[config.mk]
export PLATFORM = sky130hd
export DESIGN_NAME = multi_bit_sync_filt
export DESIGN_NICKNAME = d
export VERILOG_FILES = /design/src/rtl/multi_bit_sync_filt.sv
export SDC_FILE = /design/constraint.sdc
export NUM_CORES = 1
export LEC_CHECK = 0
export ABC_AREA = 1
export BUFFER_PORTS_ARGS = -buffer_cell sky130_fd_sc_hd__buf_2
export CORE_MARGIN = 2
export CORE_UTILIZATION = 45
export CTS_BUF_LIST = sky130_fd_sc_hd__clkbuf_8 sky130_fd_sc_hd__clkbuf_16
export CTS_CLUSTER_DIAMETER = 100
export DETAILED_ROUTE_END_ITERATION = 10
export PLACE_DENSITY = 0.62
export SLEW_MARGIN = 30
export SYNTH_ARGS = -nofsm -noshare
export SYNTH_HDL_FRONTEND = slang
export SYNTH_SLANG_ARGS = --single-unit
[constraint.sdc]
create_clock -name dest_clk -period 1.45 [get_ports dest_clk]
set_input_delay 0.29 -clock dest_clk [delete_from_list [all_inputs] [get_ports dest_clk]]
set_output_delay 0.29 -clock dest_clk [all_outputs]
set_load 0.005 [all_outputs]
[src/rtl/multi_bit_sync_filt.sv]
// Per-bit level synchroniser with a stability filter and rise/fall pulse outputs.
// Define CHG_FLAG_EN to add the chg_clr/chg_flag sticky change-flag ports.
module multi_bit_sync_filt #(
    parameter int BUS_WIDTH     = 8,
    parameter int NUM_STAGES    = 2,
    parameter int FILTER_CYCLES = 4
) (
    input  logic                 dest_clk,
    input  logic                 dest_rst,
    input  logic [BUS_WIDTH-1:0] unsync_bus,
    output logic [BUS_WIDTH-1:0] sync_bus,
    output logic [BUS_WIDTH-1:0] rise_pulse,
    output logic [BUS_WIDTH-1:0] fall_pulse
`ifdef CHG_FLAG_EN
    ,
    input  logic [BUS_WIDTH-1:0] chg_clr,
    output logic [BUS_WIDTH-1:0] chg_flag
`endif
);

    localparam int CNT_W = $clog2(FILTER_CYCLES + 1);
    localparam logic [CNT_W-1:0] CNT_LAST = CNT_W'(FILTER_CYCLES - 1);

    if (NUM_STAGES < 2) begin : g_bad_stages
        $error("multi_bit_sync_filt: NUM_STAGES must be at least 2");
    end
    if (FILTER_CYCLES < 1) begin : g_bad_filter
        $error("multi_bit_sync_filt: FILTER_CYCLES must be at least 1");
    end

    logic [BUS_WIDTH-1:0] r_sync [NUM_STAGES];
    logic [CNT_W-1:0]     r_cnt  [BUS_WIDTH];
    logic [BUS_WIDTH-1:0] r_sync_bus;
    logic [BUS_WIDTH-1:0] r_rise;
    logic [BUS_WIDTH-1:0] r_fall;
    logic [BUS_WIDTH-1:0] w_s;
    logic [BUS_WIDTH-1:0] w_accept;

    // Plain flop chain: nothing combinational may sit between metastability stages.
    always_ff @(posedge dest_clk) begin
        if (dest_rst) begin
            for (int k = 0; k < NUM_STAGES; k++) r_sync[k] <= '0;
        end else begin
            r_sync[0] <= unsync_bus;
            for (int k = 1; k < NUM_STAGES; k++) r_sync[k] <= r_sync[k-1];
        end
    end

    assign w_s = r_sync[NUM_STAGES-1];

    // NOTE: every variable assigned in always_comb gets a default first, so no latch is inferred.
    always_comb begin
        w_accept = '0;
        for (int i = 0; i < BUS_WIDTH; i++) begin
            w_accept[i] = (w_s[i] != r_sync_bus[i]) && (r_cnt[i] == CNT_LAST);
        end
    end

    // NOTE: sequential state uses non-blocking assignments so all flops update together.
    always_ff @(posedge dest_clk) begin
        if (dest_rst) begin
            r_sync_bus <= '0;
            r_rise     <= '0;
            r_fall     <= '0;
            for (int i = 0; i < BUS_WIDTH; i++) r_cnt[i] <= '0;
        end else begin
            for (int i = 0; i < BUS_WIDTH; i++) begin
                if (w_accept[i]) begin
                    r_sync_bus[i] <= w_s[i];
                    r_cnt[i]      <= '0;
                end else if (w_s[i] != r_sync_bus[i]) begin
                    r_cnt[i] <= r_cnt[i] + 1'b1;
                end else begin
                    r_cnt[i] <= '0;
                end
            end
            r_rise <= w_accept & w_s;
            r_fall <= w_accept & ~w_s;
        end
    end

    assign sync_bus   = r_sync_bus;
    assign rise_pulse = r_rise;
    assign fall_pulse = r_fall;

`ifdef CHG_FLAG_EN
    logic [BUS_WIDTH-1:0] r_chg_flag;

    // A change accepted on the same edge as a clear keeps the flag set.
    always_ff @(posedge dest_clk) begin
        if (dest_rst) begin
            r_chg_flag <= '0;
        end else begin
            r_chg_flag <= w_accept | (r_chg_flag & ~chg_clr);
        end
    end

    assign chg_flag = r_chg_flag;
`endif

endmodule

==> run metrics <==
crit share post-route 0.9189; RSZ-0062 raised after global routing false; gp weighted congestion 0.7058; P_sw 736.5 µW; Arr. time, crit path 1.51 ns; CTS Buffer Depth 2; Slew Limit Fails 0; commonest non-fill, non-tap cell in the layout inv_1; post-cts repair resize count 0; Clock Sinks 64; DIE AREA 0.006082 mm²; drt pass-1 iters 4; Internal Power 2891 µW; Worst Setup End Kind flip-flop; CTS Buf Count 9; Worst Path Required 1.63 ns; Layout Nets 345; Final setup violation count 0; root buffer cell clkbuf_8; startpoint types flip-flop; Die Span Y 77.99 µm; critical path class reg2reg; WHS 0.1617 ns; grt total ovfl 0; Post-CTS Hold Buffers 0; number of synthesized register bits 64; PD cells 1217 mW/mm²; hold crit path type in2reg; Area growth, synth to finish 21.03%; vias in the first global route 1,598; clk slew on worst S/H paths 0.07 ns; GR Util All Layers 0.1369; power share of the clock group 0.428; iteration-0 DRC count of the detailed router 49; first-pass GRT wire length 6423 µm; Vias 1,694; Max-Cap Viols 0; commonest cells after routing, fill and taps aside 58 x inv_1, 55 x nor2_1, 40 x dfxtp_1, 33 x buf_2; part of the Yosys area used for sequential elements 0.6176; I/O Pins 34; initial core utilization 0.4733; # DRC 0; WL final 3428 µm; Max Freq 750.5 MHz; final hold vios 0; Routed Antenna Nets 0; pin count of the biggest net entering global routing 22; Reg power frac 0.535; Combinational Power Share 0.038; Die Width 77.99 µm; DP HPWL 2484 µm; PortBufs 33; CTS tree built; later-pin clock latency in the skew report 0.33 ns; H-tree Lvls 3; Synth Instances 254; outcome finished clean; wire per inst 8.701 µm; setup tns final 0 ns; Cell Rows 26; Yosys warning total 0; post-synthesis cell type count 14; Setup Buffers After CTS 0; initial antenna violation count 0; Core Area 0.005205 mm²; fraction of layout cells with a size suffix above 1 0.1574; min Tclk post-route 1.332 ns; P_leak 0.001440 µW; Power, Total 3628 µW; worst vdd ir 773.1 µV; Switching Fraction 0.2030; Vias/cell 4.299; Mapped Avg Cell Area 9.699 µm²; CP Max Fanout 3; Netlist Area Pre-Place 0.002464 mm²; skew final 0.008578 ns; antenna diode count 0
routing by layer:
layer	track usage	vias to the layer above	share of wire
li1	-	900	-
met2	0.2233	31	0.47
met1	0.1547	755	0.46
met3	0.04186	8	0.048
met5	0	-	0
met4	0.08947	0	0.023
synthesized netlist by cell type:
master    count  area [µm²]
nand2_1      20       75.07
buf_6         4       45.04
nor2_2        2       12.51
ha_1         16       200.2
conb_1        1       3.750
nand4_1       7       43.79
dfxtp_1      40       800.8
nand3_1      14       70.07
inv_2         1       3.750
inv_1        55       206.5
a21oi_1       7       35.03
edfxtp_1     24       720.7
o21ai_0       8       40.04
nor2_1       55       206.5
power groups by stage:
stage | sequential (µW) | clock, µW | combinational [µW]
after CTS | 1940 | 1600 | 138
after detailed placement | 1980 | 0 | 136
after global routing | 1950 | 1680 | 169
after global placement | 1980 | 0 | 135
after floorplan | 1970 | 0 | 108
final | 1940 | 1550 | 136
stage by stage:
| stage | worst slack, ns | instances | area, µm² | util |
|---|---|---|---|---|
| after floorplan | 0.2732 | 277 | 2550 | - |
| after global routing | 0.001772 | 394 | 2982 | 0.5728 |
| final | 0.1175 | 394 | 2982 | 0.5728 |
| after detailed placement | 0.1284 | 378 | 2773 | 0.5327 |
| after CTS | 0.09633 | 394 | 2982 | 0.5728 |
| after global placement | 0.1621 | 378 | 2773 | 0.5327 |
layout make-up:
class,instances,area (µm²)
Fill cell,494,2223
Sequential cell,64,1521
Multi-Input combinational cell,153,773.2
Inverter,56,210.2
Timing Repair Buffer,35,180.2
Clock buffer,11,162.7
Tap cell,70,87.58
Clock inverter,5,46.29
registers in the layout (all words and copies together), names as in the netlist:
signal	count
fall_pulse	8
r_cnt	24
r_sync	16
rise_pulse	8
sync_bus	8
kinds of logic after synthesis:
group,count (synthesis),share of synthesized area
adders and majority gates,16,0.08126
and+or+nand+nor,98,0.1656
DFF,64,0.6176
other,1,0.001522
buffers and inverters,60,0.1036
AOI/OAI and AO/OA,15,0.03047
critical path, cell delays in order, from the launching register on:
cell	delay [ns]
edfxtp_1	0.40
ha_1	0.22
ha_1	0.21
inv_1	0.08
nand4_1	0.15
nor2_1	0.12
final timing paths:
check                startpoint             to  slack (ns)  depth (start not counted)
setup / recovery    r_cnt[0][9]    r_cnt[0][9]        0.12                          5
hold / removal    unsync_bus[3]   r_sync[0][3]        0.16                          3
setup reg to reg    r_cnt[0][9]    r_cnt[0][9]        0.12                          5
hold reg to reg    r_sync[0][5]  r_sync[0][13]        0.40                          2
No activity file was read; power rests on OpenSTA's default activity.
